**src/rtl/ov7670_config_sequencer.sv**
```systemverilog
// OV7670 configuration sequencer: walks the register ROM from entry 0 and issues
// each {reg,value} word as one SCCB write; FFF0 inserts a delay, FFFF ends the walk.
//
// state     | meaning
// ----------+-----------------------------------------------------------
// IDLE      | after reset, waiting for start
// FETCH     | rom_addr presented to the ROM
// ROMWAIT   | covering the 1-clk ROM read latency
// DECODE    | rom_dout sampled: end marker, delay marker or write entry
// SEND      | cmd_valid held with payload until the SCCB master accepts
// WAITDONE  | write accepted, waiting for cmd_done (bounded by timeout)
// DELAY     | counting down the FFF0 delay, no bus activity
// DONE      | sequence finished (done=1) or aborted on timeout (error=1)

`timescale 1ns/1ps

module ov7670_config_sequencer #(
    parameter int unsigned DELAY_CYCLES   = 250000,
    parameter int unsigned TIMEOUT_CYCLES = 65535,
    parameter int unsigned LAST_ADDR      = 255
) (
    input  logic        clk,
    input  logic        rst,
    input  logic        start,
    output logic [7:0]  rom_addr,
    input  logic [15:0] rom_dout,
    output logic        cmd_valid,
    input  logic        cmd_ready,
    output logic [7:0]  cmd_reg,
    output logic [7:0]  cmd_data,
    input  logic        cmd_done,
    output logic        busy,
    output logic        done,
    output logic        error
);

    // Counters only ever hold load values up to N-1.
    localparam int unsigned DW = (DELAY_CYCLES > 1) ? $clog2(DELAY_CYCLES) : 1;
    localparam int unsigned TW = (TIMEOUT_CYCLES > 1) ? $clog2(TIMEOUT_CYCLES) : 1;

    localparam logic [DW-1:0] DELAY_LOAD = DW'(DELAY_CYCLES - 1);
    localparam logic [TW-1:0] TOUT_LAST  = TW'(TIMEOUT_CYCLES - 1);
    localparam logic [7:0]    ADDR_LAST  = 8'(LAST_ADDR);
    localparam logic [15:0]   MARK_END   = 16'hFFFF;
    localparam logic [15:0]   MARK_DELAY = 16'hFFF0;

    typedef enum logic [2:0] {
        ST_IDLE,
        ST_FETCH,
        ST_ROMWAIT,
        ST_DECODE,
        ST_SEND,
        ST_WAITDONE,
        ST_DELAY,
        ST_DONE
    } state_t;

    state_t        state_q, state_d;
    logic [7:0]    addr_q, addr_d;
    logic          valid_q, valid_d;
    logic [7:0]    reg_q, reg_d;
    logic [7:0]    data_q, data_d;
    logic          error_q, error_d;
    logic [DW-1:0] dcnt_q, dcnt_d;
    logic [TW-1:0] tcnt_q, tcnt_d;
    logic          advance;

    always_ff @(posedge clk) begin
        if (rst) begin
            state_q <= ST_IDLE;
            addr_q  <= '0;
            valid_q <= 1'b0;
            reg_q   <= '0;
            data_q  <= '0;
            error_q <= 1'b0;
            dcnt_q  <= '0;
            tcnt_q  <= '0;
        end else begin
            state_q <= state_d;
            addr_q  <= addr_d;
            valid_q <= valid_d;
            reg_q   <= reg_d;
            data_q  <= data_d;
            error_q <= error_d;
            dcnt_q  <= dcnt_d;
            tcnt_q  <= tcnt_d;
        end
    end

    always_comb begin
        state_d = state_q;
        addr_d  = addr_q;
        valid_d = valid_q;
        reg_d   = reg_q;
        data_d  = data_q;
        error_d = error_q;
        dcnt_d  = dcnt_q;
        tcnt_d  = tcnt_q;
        advance = 1'b0;

        unique case (state_q)
            ST_IDLE, ST_DONE: begin
                if (start) begin
                    state_d = ST_FETCH;
                    addr_d  = '0;
                    error_d = 1'b0;
                end
            end
            ST_FETCH:   state_d = ST_ROMWAIT;
            ST_ROMWAIT: state_d = ST_DECODE;
            ST_DECODE: begin
                if (rom_dout == MARK_END) begin
                    state_d = ST_DONE;
                end else if (rom_dout == MARK_DELAY) begin
                    state_d = ST_DELAY;
                    dcnt_d  = DELAY_LOAD;
                end else begin
                    state_d = ST_SEND;
                    reg_d   = rom_dout[15:8];
                    data_d  = rom_dout[7:0];
                    valid_d = 1'b1;
                end
            end
            ST_SEND: begin
                // The master may stall indefinitely here; no timeout until accept.
                if (cmd_ready) begin
                    state_d = ST_WAITDONE;
                    valid_d = 1'b0;
                    tcnt_d  = '0;
                end
            end
            ST_WAITDONE: begin
                // A cmd_done landing on the timeout cycle still counts as success.
                if (cmd_done) begin
                    advance = 1'b1;
                end else if (tcnt_q == TOUT_LAST) begin
                    state_d = ST_DONE;
                    error_d = 1'b1;
                    valid_d = 1'b0;
                end else begin
                    tcnt_d = tcnt_q + TW'(1);
                end
            end
            ST_DELAY: begin
                if (dcnt_q == '0) begin
                    advance = 1'b1;
                end else begin
                    dcnt_d = dcnt_q - DW'(1);
                end
            end
            default: state_d = ST_IDLE;
        endcase

        // Walking off the last ROM address acts as an implied end marker.
        if (advance) begin
            if (addr_q == ADDR_LAST) begin
                state_d = ST_DONE;
            end else begin
                state_d = ST_FETCH;
                addr_d  = addr_q + 8'd1;
            end
        end
    end

    always_comb begin
        busy = (state_q != ST_IDLE) && (state_q != ST_DONE);
        done = (state_q == ST_DONE) && !error_q;
    end

    assign rom_addr  = addr_q;
    assign cmd_valid = valid_q;
    assign cmd_reg   = reg_q;
    assign cmd_data  = data_q;
    assign error     = error_q;

endmodule
```
**config.mk**
```make
export PLATFORM = sky130hd
export DESIGN_NAME = ov7670_config_sequencer
export DESIGN_NICKNAME = d
export VERILOG_FILES = /design/src/rtl/ov7670_config_sequencer.sv
export SDC_FILE = /design/constraint.sdc
export NUM_CORES = 1
export LEC_CHECK = 0
export ABC_AREA = 1
export CELL_PAD_IN_SITES_DETAIL_PLACEMENT = 0
export CELL_PAD_IN_SITES_GLOBAL_PLACEMENT = 1
export CORE_MARGIN = 5
export CORE_UTILIZATION = 42
export CTS_CLUSTER_SIZE = 20
export DETAILED_ROUTE_END_ITERATION = 12
export PLACE_DENSITY_LB_ADDON = 0.1
export SLEW_MARGIN = 30
export SYNTH_ARGS = -nofsm -noshare
export SYNTH_HDL_FRONTEND = slang
export SYNTH_SLANG_ARGS = --single-unit
export TNS_END_PERCENT = 10
```
**constraint.sdc**
```tcl
create_clock -name clk -period 4.1 [get_ports clk]
set_clock_uncertainty 0.1 [all_clocks]
set_input_delay 0.615 -clock clk [delete_from_list [all_inputs] [get_ports clk]]
set_output_delay 0.615 -clock clk [all_outputs]
set_load 0.005 [all_outputs]
```
Word level (Yosys, flattened, before mapping)

Cells that the tools add are included.

Shift-type cells: 0
Magnitude comparators: 0
Equality and inequality tests: 25
Add/subtract/negate cells: 3
Multiplexer cells: 34
Reductions and logical operators: 18
Div/mod/pow operators: 0
Multipliers: 0
Bitwise logic cells: 2

Operators with widths:

| operator                                             | count |
|---|---|
| two-way mux 18 bit                                   | 3 |
| equality test 16 bit (second input constant)         | 3 |
| two-way mux 16 bit                                   | 3 |
| one-hot mux 18 bit (2 select lines)                  | 1 |
| two-way mux 8 bit                                    | 4 |
| one-hot mux 16 bit (2 select lines)                  | 1 |
| logical NOT 18 bit                                   | 1 |
| two-way mux 3 bit                                    | 6 |
| inequality test 2 bit (second input constant)        | 9 |
| one-hot mux 3 bit (6 select lines)                   | 1 |
| subtractor 18 x 1 -> 18 bit (second input constant)  | 1 |
| adder 16 x 1 -> 16 bit (second input constant)       | 1 |
| inequality test 3 bit (second input constant)        | 5 |
| equality test 3 bit (second input constant)          | 4 |
| AND reduction 4 bit                                  | 3 |
| two-way mux 1 bit                                    | 10 |
| adder 8 x 1 -> 8 bit (second input constant)         | 1 |
| equality test 8 bit (second input constant)          | 1 |
| nonzero test 7 bit                                   | 1 |
| equality test 3 x 2 -> 1 bit (second input constant) | 2 |
| AND reduction 6 bit                                  | 1 |
| nonzero test 2 bit                                   | 3 |
| nonzero test 3 bit                                   | 2 |
| AND reduction 5 bit                                  | 1 |
| 10 further kinds                                     | 14 |

Logic and storage cells: 90
Bits in writable memories: 0
Register bits: 63
Memories kept: 0
ROM bits: 0
Bits in latches: 0

Depth between registers and ports, before layout

Gate-level depths: netlist of the first run.

Word-level depth: 5
Mapped depth: 11

Least setup slack after synthesis of the first run

No wires, ideal clock.

Path type: input port to flip-flop
Start: input rom_dout[9]
End: register reg_q[5] (netlist: cmd_reg[5])
Data arrival time: 1557 ps
Path slack: 2304 ps
Path buffers: 1
Data required time: 3860 ps
Library setup time: 140 ps
Stages: 9
Cells stage by stage: nand2_1 > nor2_1 > nand2_1 > inv_1 > a21oi_2 > nand2_1 > buf_2 > nand2_1 > a21oi_1

Longest elaborated chain between the ends: 3

Ends and longest elaborated chain:

| what                                     | line     | RTL |
|---|---|---|
| from (decl)                              | 26       | `input logic [15:0] rom_dout,` |
| equality test 16 bit (on tied branches)  | 114, 112 |  |
| NOT 1 bit (no source line)               | --       |  |
| AND reduction 3 bit (no source line) (*) | --       |  |
| to (signal assigned)                     | 82       | `reg_q <= reg_d;` |
| to (decl)                                | 61       | `logic [7:0] reg_q, reg_d;` |

Every way passes the cells marked *; elsewhere a longest branch is shown, timed or not.
A chain may end at the register's enable or synchronous reset.

Worst setup path after layout of the first run

Start: register state_q[1]
End: output busy

Longest elaborated chain between the ends: 2

Ends and longest elaborated chain:

| what                                                        | line | RTL |
|---|---|---|
| from (decl)                                                 | 58   | `state_t state_q, state_d;` |
| from (signal assigned)                                      | 79   | `state_q <= state_d;` |
| inequality test 3 bit or nonzero test 3 bit (tied branches) | 166  | `busy = (state_q != ST_IDLE) && (state_q != ST_DONE);` |
| logical AND 1 bit (*)                                       | 166  |  |
| to (decl)                                                   | 32   | `output logic busy,` |

Marks and branches as above.

==> flow_summary.json, run 1 <==
{
  "outcome": "finished, final reports clean",
  "p_leak_nw": 1.735,
  "drcViolationCount": 0,
  "worstReg2RegStart": "state_q[2]$_SDFFE_PP0P_",
  "start_kind": "flop",
  "yosysTopAreaCell": "dfxtp_1",
  "post_cts_resize_count": 0,
  "rr_worst_depth": 8,
  "slew-limit-headroom": 0.5831,
  "clock-sinks": 63,
  "cts_max_level": 3,
  "rsz0062_at_grt": "no",
  "tns_ns": 0,
  "fin_ws_ns": 1.752,
  "cp_common_cell": "nand2_1",
  "antenna_found_initial": 0,
  "hpwl_um": 6727,
  "gr-usage-all-layers": 0.1737,
  "viasPerCell": 5.014,
  "cp.arrival_ns": 1.63,
  "critical_path_buf_inv_count": 2,
  "hold_class": "flop to flop",
  "critPathLaunch": "state_q[1]$_SDFFE_PP0P_",
  "via_count": 3700,
  "gp_congestion": 0.8278,
  "netlist_area_um2": 3695,
  "dieArea_um2": 10770,
  "combPwrFrac": 0.319,
  "required_ns": 3.38,
  "clk_path_buf_depth": 2,
  "synth_commonest_cells": "nand2_1, nor2_1, dfxtp_1",
  "io-pin-count": 49,
  "ys_async_sr_fraction": 0,
  "ant_nets": 0,
  "hold_viol": 0,
  "nets": 652,
  "min_path_cells": 2,
  "start_util": 0.4278,
  "port_buffers": 48,
  "hold_buffers": 0,
  "cp_slowest_stage_delay_ns": 0.50,
  "ys_ff_latch": 63,
  "path_cells": "nor2_1, nand2_1, nand2_1, inv_1, clkdlybuf4s50_1",
  "vdd_drop_max_mv": 0.1632,
  "power_frac_clock": 0.302,
  "fmax_mhz": 426.0,
  "period_share": 0.5726,
  "p_int_w": 0.001171,
  "drt_iter0_drc": 118,
  "dieHeight_um": 103.8,
  "largest-register": "dcnt_q",
  "worst_slew_pin_slew_ns": 0.6254,
  "core_area_um2": 8636,
  "final_util": 0.5128,
  "synth_most_common_cell": "nand2_1",
  "syn_inst": 581,
  "avgSynthCellArea_um2": 6.359,
  "whs_endpoint": "cmd_reg[7]$_SDFFE_PP0P_",
  "final_cells": 738,
  "period_needed_ns": 2.348,
  "grt_pass1_wl_um": 16050,
  "synth-seq-area-share": 0.3413,
  "path_delay_family": "buffers and inverters",
  "cp_slowest_cell": "clkdlybuf4s50_1",
  "grt_pass1_vias": 3444,
  "post_cts_buffers": 0,
  "setup_viol": 0,
  "antenna_cells": 0,
  "synth_cell_types": 33,
  "path_max_fanout": 7,
  "critPathCaptureType": "primary output",
  "wl_per_cell_um": 12.72,
  "timing.hold.ws_ns": 0.3619,
  "cts_tree": "yes",
  "rows": 34,
  "dp_cells": 723,
  "overflow": 0,
  "power.share.sequential": 0.379,
  "drv_slew": 0,
  "largest_register_ffs": 18,
  "reg.largest.list": "dcnt_q (18), tcnt_q (16)",
  "firstDrtPassIters": 6,
  "r2r-end": "rom_addr[1]$_SDFF_PP0_",
  "switching_share": 0.3622,
  "grt_max_degree": 51,
  "p_sw_w": 0.0006649,
  "worstSetupPathType": "flop to primary output",
  "dieWidth_um": 103.8,
  "post-place-ws_ns": 1.601,
  "clock_latency_ns": 0.34,
  "rrSetupSlack_ns": 1.85,
  "syn-num-nets": 607,
  "max-cap-violations": 0,
  "cts_buffers": 9,
  "synth_ff_type": "dfxtp_1",
  "yosys-top-cells-area": "dfxtp_1, nand2_1, nand3_1, nor2_1, a21oi_1",
  "area_growth_pct": 19.84,
  "hp-start": "cmd_reg[7]$_SDFFE_PP0P_",
  "yosys.area.top_type_share": 0.3413,
  "p_per_area_nw_per_um2": 414.6,
  "wirelength_um": 9391,
  "drive_gt1_frac": 0.07937,
  "yosys_warnings": 0,
  "cts.clk_slew.worst_paths_ns": 0.07,
  "synth_edf_count": 0,
  "cts_root_buf": "clkbuf_8"
}
[power by group through the flow]
stage / clock network (W) / registers [W] / logic [W]
after floorplan: 0 / 0.000701 / 0.000438
after global placement: 0 / 0.000708 / 0.000581
after detailed placement: 0 / 0.000709 / 0.000586
after CTS: 0.000564 / 0.000696 / 0.000590
after global routing: 0.000595 / 0.000703 / 0.000659
final: 0.000554 / 0.000696 / 0.000585
[worst register-to-register path, cell delays in order (launching register included)]
cell	delay (ns)
dfxtp_1	0.49
nand3_2	0.38
nor2_1	0.26
nand3_2	0.13
nand2_2	0.13
nand2_1	0.26
inv_1	0.24
nand2_1	0.08
a21oi_1	0.13
[logic make-up (layout without fill, tap and decap cells)]
group | Yosys count | after routing | synth area share
simple gates | 353 | 353 | 0.4172
flops | 63 | 63 | 0.3413
compound gates | 81 | 81 | 0.1266
xor+xnor | 6 | 6 | 0.01422
fa+ha+maj | 5 | 5 | 0.01693
buf+inv | 73 | 122 | 0.08364
[per-layer routing]
layer | global-route usage | part of all wire | wire length [µm]
met5 | 0 | 0 | 0
met4 | 0.05643 | 0.011 | 106
met3 | 0.03172 | 0.032 | 296
met2 | 0.2896 | 0.46 | 4330
met1 | 0.2263 | 0.50 | 4659
[worst max path at each step]
stage	slack (ns)	end	cells past startpoint
6_report	1.75	busy	5
5_1_grt	1.59	rom_addr[1]$_SDFF_PP0_	8
4_1_cts	1.73	done	3
3_5_place_dp	1.60	cmd_data[1]$_SDFFE_PP0P_	9
3_3_place_gp	1.65	cmd_data[0]$_SDFFE_PP0P_	9
2_1_floorplan	2.30	cmd_reg[5]$_SDFFE_PP0P_	9
[cell type report]
class / count / area [µm²]
multi-input combinational: 445 / 2125
timing repair buffer: 51 / 498.0
tap: 108 / 135.1
clock buffer: 11 / 151.4
inverter: 56 / 212.7
sequential: 63 / 1261
fill: 887 / 4208
clock inverter: 4 / 45.04
[through the flow]
stage | cell area, µm² | total power (W)
after detailed placement | 4232 | 0.001296
final | 4428 | 0.001836
after global placement | 4232 | 0.001289
after floorplan | 3695 | 0.001139
after global routing | 4428 | 0.001957
after CTS | 4428 | 0.001850
[layout by cell type, fill, tap and decap left out, drive strengths merged]
| cell | count |
|---|---|
| a21o | 2 |
| a21oi | 61 |
| and2 | 2 |
| buf | 4 |
| bufinv | 1 |
| clkbuf | 11 |
| clkdlybuf4s50 | 47 |
| clkinv | 3 |
| dfxtp | 63 |
| ha | 5 |
| inv | 56 |
| nand2 | 176 |
| nand3 | 66 |
| nand3b | 4 |
| nand4 | 15 |
| nor2 | 84 |
| nor3 | 3 |
| nor3b | 1 |
| nor4 | 1 |
| o21ai | 16 |
| o21bai | 2 |
| or2 | 1 |
| xnor2 | 1 |
| xor2 | 5 |
Note: power is estimated with default switching activity, not from simulation.
==> run 2: changes to the inputs <==
--- a/config.mk
+++ b/config.mk
@@ -9,7 +9,7 @@
 export CELL_PAD_IN_SITES_DETAIL_PLACEMENT = 0
 export CELL_PAD_IN_SITES_GLOBAL_PLACEMENT = 1
 export CORE_MARGIN = 5
-export CORE_UTILIZATION = 42
+export CORE_UTILIZATION = 39
 export CTS_CLUSTER_SIZE = 20
 export DETAILED_ROUTE_END_ITERATION = 12
 export PLACE_DENSITY_LB_ADDON = 0.1
==> constraint.sdc (replaced) <==
create_clock -name clk -period 2.22 [get_ports clk]
set_clock_uncertainty 0.1 [all_clocks]
set_input_delay 0.333 -clock clk [delete_from_list [all_inputs] [get_ports clk]]
set_output_delay 0.333 -clock clk [all_outputs]
set_load 0.005 [all_outputs]
==> run 2 against run 1 <==
Against the previous run:
- die area grew 6.9%
- final cell count up 4.5%
- worst setup slack lost 1.6 ns
- critical path type unchanged
- routed wire length increased by 1.8%
- core utilization fell by 1.9 points
- combinational power grew 98%
- sequential cell count did not move
==> flow_summary.json, run 2 (synthesized netlist as in run 1, its figures left out) <==
{
  "path_max_fanout": 7,
  "vdd_drop_max_mv": 0.2721,
  "hold_buffers": 0,
  "reg.largest.list": "dcnt_q (18), tcnt_q (16)",
  "nets": 663,
  "hp-start": "rst",
  "switching_share": 0.3459,
  "clock-sinks": 63,
  "outcome": "finished, final reports clean",
  "critPathLaunch": "state_q[2]$_SDFFE_PP0P_",
  "firstDrtPassIters": 4,
  "whs_endpoint": "rom_addr[5]$_SDFF_PP0_",
  "dieHeight_um": 107.3,
  "io-pin-count": 49,
  "grt_max_degree": 50,
  "rr_worst_depth": 9,
  "required_ns": 1.79,
  "r2r-end": "state_q[2]$_SDFFE_PP0P_",
  "drv_slew": 0,
  "min_path_cells": 4,
  "overflow": 0,
  "cts.clk_slew.worst_paths_ns": 0.07,
  "critPathCaptureType": "primary output",
  "worstReg2RegStart": "dcnt_q[7]$_SDFFE_PP0P_",
  "cts_buffers": 9,
  "area_growth_pct": 23.54,
  "period_needed_ns": 2.081,
  "wl_per_cell_um": 12.39,
  "dieArea_um2": 11520,
  "post-place-ws_ns": 0.06304,
  "post_cts_resize_count": 0,
  "worstSetupPathType": "flop to primary output",
  "combPwrFrac": 0.323,
  "p_per_area_nw_per_um2": 785.9,
  "cp.arrival_ns": 1.65,
  "p_leak_nw": 1.797,
  "largest-register": "dcnt_q",
  "ant_nets": 0,
  "grt_pass1_wl_um": 16170,
  "power_frac_clock": 0.319,
  "drcViolationCount": 0,
  "cts_tree": "yes",
  "gr-usage-all-layers": 0.1700,
  "post_cts_buffers": 0,
  "antenna_cells": 0,
  "final_common_cell": "nand2_1",
  "fin_ws_ns": 0.1391,
  "drt_iter0_drc": 128,
  "start_kind": "flop",
  "start_util": 0.3999,
  "slew-limit-headroom": 0.6017,
  "hold_class": "input pin to flop",
  "fmax_mhz": 480.6,
  "p_int_w": 0.002346,
  "via_count": 3772,
  "period_share": 0.9374,
  "rsz0062_at_grt": "no",
  "rrSetupSlack_ns": 0.34,
  "cts_root_buf": "clkbuf_8",
  "antenna_found_initial": 0,
  "dp_cells": 755,
  "cts_max_level": 3,
  "final_cells": 771,
  "tns_ns": 0,
  "hpwl_um": 7020,
  "wirelength_um": 9556,
  "viasPerCell": 4.892,
  "nFillCells": 998,
  "clk_path_buf_depth": 2,
  "setup_viol": 0,
  "port_buffers": 48,
  "dieWidth_um": 107.3,
  "layout.cells.most_common_list": "nand2_1, nor2_1, dfxtp_1",
  "grt_pass1_vias": 3543,
  "clock_latency_ns": 0.34,
  "rows": 35,
  "drive_gt1_frac": 0.09346,
  "largest_register_ffs": 18,
  "gp_congestion": 0.8118,
  "core_area_um2": 9240,
  "max-cap-violations": 0,
  "hold_viol": 0,
  "worst_slew_pin_slew_ns": 0.5974,
  "power.share.sequential": 0.358,
  "p_sw_w": 0.001241
}
-- run 2: cell count changes in the layout (fill, tap and decap cells not counted), sizes merged --
cell / before / now
bufinv: 1 / 2
buf: 4 / 15
clkinv: 3 / 1
clkbuf: 11 / 13
-- run 2: power groups by stage --
| stage | Combinational (W) | Sequential [W] | Clock [W] |
|---|---|---|---|
| after detailed placement | 0.00117 | 0.00131 | 0 |
| after global placement | 0.00117 | 0.00131 | 0 |
| final | 0.00116 | 0.00128 | 0.00115 |
| after global routing | 0.00132 | 0.00129 | 0.00123 |
| after floorplan | 0.000810 | 0.00129 | 0 |
| after CTS | 0.00117 | 0.00128 | 0.00119 |
-- run 2: layout make-up --
cell class	instances	area (µm²)	area share
Clock buffer	13	158.9	0.03481
Clock inverter	3	65.06	0.01425
Inverter	56	212.7	0.04660
Multi-Input combinational cell	445	2125	0.4655
Sequential cell	63	1261	0.2763
Tap cell	129	161.4	0.03536
Timing Repair Buffer	62	580.6	0.1272
-- run 2: critical path, stage by stage (launching register included) --
cell and delay, ns:
dfxtp_1 0.49, nand3_1 0.18, nor2_1 0.14, clkdlybuf4s50_1 0.51
-- run 2: worst max-delay path by stage --
stage	end	cells after the start
6_report	done	3
5_1_grt	done	3
4_1_cts	done	3
3_5_place_dp	dcnt_q[15]$_SDFFE_PP0P_	8
3_3_place_gp	dcnt_q[11]$_SDFFE_PP0P_	7
2_1_floorplan	tcnt_q[13]$_SDFFE_PP0P_	11
-- run 2: metal layers --
metal  up-vias  part of all wire  track usage
li1       1994                 -            -
met1      1722              0.50       0.2214
met2        42              0.46       0.2802
met3        14             0.029      0.03059
met4         0             0.015      0.06402
met5         -                 0            0
-- run 2: stage by stage --
stage / hold WS, ns / util / power (W) / instance area (µm²)
floorplan: 0.3522 / - / 0.002104 / 3695
global placement: 0.3461 / 0.4697 / 0.002473 / 4340
detailed placement: 0.3511 / 0.4697 / 0.002474 / 4340
CTS: 0.3391 / 0.4940 / 0.003645 / 4564
global route: 0.3737 / 0.4940 / 0.003849 / 4564
finish: 0.3464 / 0.4940 / 0.003587 / 4564
==> run 3: changes to the inputs <==
--- a/config.mk
+++ b/config.mk
@@ -8,11 +8,12 @@
 export ABC_AREA = 1
 export CELL_PAD_IN_SITES_DETAIL_PLACEMENT = 0
 export CELL_PAD_IN_SITES_GLOBAL_PLACEMENT = 1
-export CORE_MARGIN = 5
+export CORE_MARGIN = 3
 export CORE_UTILIZATION = 39
 export CTS_CLUSTER_SIZE = 20
 export DETAILED_ROUTE_END_ITERATION = 12
 export PLACE_DENSITY_LB_ADDON = 0.1
+export RECOVER_POWER = 100
 export SLEW_MARGIN = 30
 export SYNTH_ARGS = -nofsm -noshare
 export SYNTH_HDL_FRONTEND = slang
==> run 3 against run 2 <==
Against the previous run:
- power is 2.4% lower
- clock-buffer cell count is 2 lower
- first-iteration DRC count is 7.0% lower
- sequential cell count stayed put
- worst setup slack worse by 0.018 ns
- critical endpoint unchanged
- largest power group unchanged
- highest routed layer unchanged
==> flow_summary.json, run 3 (synthesized netlist as in run 1, its figures left out) <==
{
  "nFillCells": 946,
  "gp_congestion": 0.8370,
  "final_common_cell": "nand2_1",
  "cts_root_buf": "clkbuf_8",
  "slew-limit-headroom": 0.6093,
  "ant_nets": 0,
  "p_leak_nw": 1.864,
  "antenna_cells": 0,
  "worstReg2RegStart": "state_q[1]$_SDFFE_PP0P_",
  "max-cap-violations": 0,
  "largest_register_ffs": 18,
  "start_util": 0.4116,
  "grt_max_degree": 50,
  "hold_class": "input pin to flop",
  "cp.arrival_ns": 1.67,
  "worst_slew_pin_slew_ns": 0.5861,
  "area_growth_pct": 21.74,
  "dieHeight_um": 103.3,
  "vdd_drop_max_mv": 0.3259,
  "outcome": "finished, final reports clean",
  "clock-sinks": 63,
  "drv_slew": 0,
  "fmax_mhz": 476.4,
  "dieWidth_um": 103.3,
  "grt_pass1_wl_um": 16130,
  "drcViolationCount": 0,
  "hold_viol": 0,
  "overflow": 0,
  "path_max_fanout": 7,
  "wirelength_um": 9464,
  "power.share.sequential": 0.366,
  "port_buffers": 48,
  "path_cells": "nand3_1, nor2_1, clkdlybuf4s50_1",
  "worstSetupPathType": "flop to primary output",
  "critPathLaunch": "state_q[1]$_SDFFE_PP0P_",
  "drive_gt1_frac": 0.07825,
  "power_frac_clock": 0.318,
  "post_cts_buffers": 0,
  "dieArea_um2": 10680,
  "gr-usage-all-layers": 0.1895,
  "via_count": 3753,
  "setup_viol": 0,
  "rsz0062_at_grt": "no",
  "antenna_found_initial": 0,
  "cp_slowest_cell": "clkdlybuf4s50_1",
  "largest-register": "dcnt_q",
  "cts_max_level": 3,
  "clk_path_buf_depth": 2,
  "dp_cells": 750,
  "critPathCaptureType": "primary output",
  "p_per_area_nw_per_um2": 778.1,
  "layout.cells.most_common_list": "nand2_1, nor2_1, nand3_1",
  "drt_iter0_drc": 119,
  "p_int_w": 0.002273,
  "firstDrtPassIters": 4,
  "cts_tree": "yes",
  "tns_ns": 0,
  "nets": 661,
  "hp-start": "rst",
  "period_share": 0.9456,
  "rows": 34,
  "final_cells": 765,
  "period_needed_ns": 2.099,
  "cts.clk_slew.worst_paths_ns": 0.08,
  "required_ns": 1.79,
  "switching_share": 0.3507,
  "io-pin-count": 49,
  "start_kind": "flop",
  "rr_worst_depth": 7,
  "core_area_um2": 8976,
  "cts_buffers": 9,
  "hpwl_um": 6794,
  "min_path_cells": 4,
  "clock_latency_ns": 0.35,
  "reg.largest.list": "dcnt_q (18), tcnt_q (16)",
  "cp_slowest_stage_delay_ns": 0.52,
  "combPwrFrac": 0.316,
  "p_sw_w": 0.001227,
  "wl_per_cell_um": 12.37,
  "grt_pass1_vias": 3532,
  "viasPerCell": 4.906
}
-- run 3: changes by cell type in the layout (fill, tap and decap cells not counted), moves of 2 or more --
| cell | before | now |
|---|---|---|
| clkdlybuf4s50_1 | 47 | 20 |
| dlygate4sd3_1 | 0 | 27 |
| buf_4 | 14 | 9 |
| a21oi_1 | 49 | 52 |
| a21oi_2 | 11 | 8 |
| nand3_1 | 61 | 63 |
| nand3_2 | 5 | 3 |
-- run 3: power groups by stage --
stage          clock network [W]  registers [W]  logic (W)
6_report                 0.00111        0.00128    0.00111
5_1_grt                  0.00119        0.00129    0.00127
4_1_cts                  0.00115        0.00128    0.00116
3_5_place_dp                   0        0.00131    0.00115
3_3_place_gp                   0        0.00131    0.00115
2_1_floorplan                  0        0.00129   0.000810
-- run 3: layout make-up --
class                      count  area (µm²)  share of cell area
sequential                    63        1262              0.2807
tap                          126       157.7             0.03505
timing repair buffer          60       555.5              0.1235
clock inverter                 4       70.07             0.01558
inverter                      56       210.2             0.04673
clock buffer                  11       141.4             0.03143
multi-input combinational    445        2101              0.4670
-- run 3: worst paths after layout --
| path | end | slack (ns) |
|---|---|---|
| worst max-delay path | done | 0.12 |
| worst min-delay path | rom_addr[3]$_SDFF_PP0_ | 0.36 |
| worst max register to register | cmd_reg[1]$_SDFFE_PP0P_ | 0.19 |
| worst min register to register | cmd_reg[6]$_SDFFE_PP0P_ | 0.36 |
-- run 3: timing repair --
item / CTS / global route
endpoints found under the hold margin: 0 / 0
hold buffers: 0 / 0
endpoints found under the setup margin: 0 / 1
gates resized for setup: 0 / 1
-- run 3: worst max-delay path: cells and delay by family, from the launching register on --
family / cells / cell delay [ns]
buf+inv: 1 / 0.52
flops: 1 / 0.47
simple gates: 2 / 0.33
-- run 3: per-stage QoR --
stage | setup slack (ns) | utilization | area (µm²) | power [W] | hold slack, ns
4_1_cts | 0.08110 | 0.5064 | 4546 | 0.003588 | 0.3419
3_3_place_gp | 0.09066 | 0.4829 | 4334 | 0.002455 | 0.3464
5_1_grt | 0.006240 | 0.5011 | 4498 | 0.003752 | 0.3722
3_5_place_dp | 0.03401 | 0.4829 | 4334 | 0.002461 | 0.3508
6_report | 0.1208 | 0.5011 | 4498 | 0.003500 | 0.3576
2_1_floorplan | 0.6151 | - | 3695 | 0.002104 | 0.3522
-- run 3: per-layer routing --
metal / global-route usage / vias up / routed length (µm)
li1: - / 1985 / -
met1: 0.2492 / 1693 / 4691
met2: 0.3093 / 68 / 4287
met3: 0.03219 / 7 / 382
met4: 0.07570 / 0 / 102
met5: 0 / - / 0
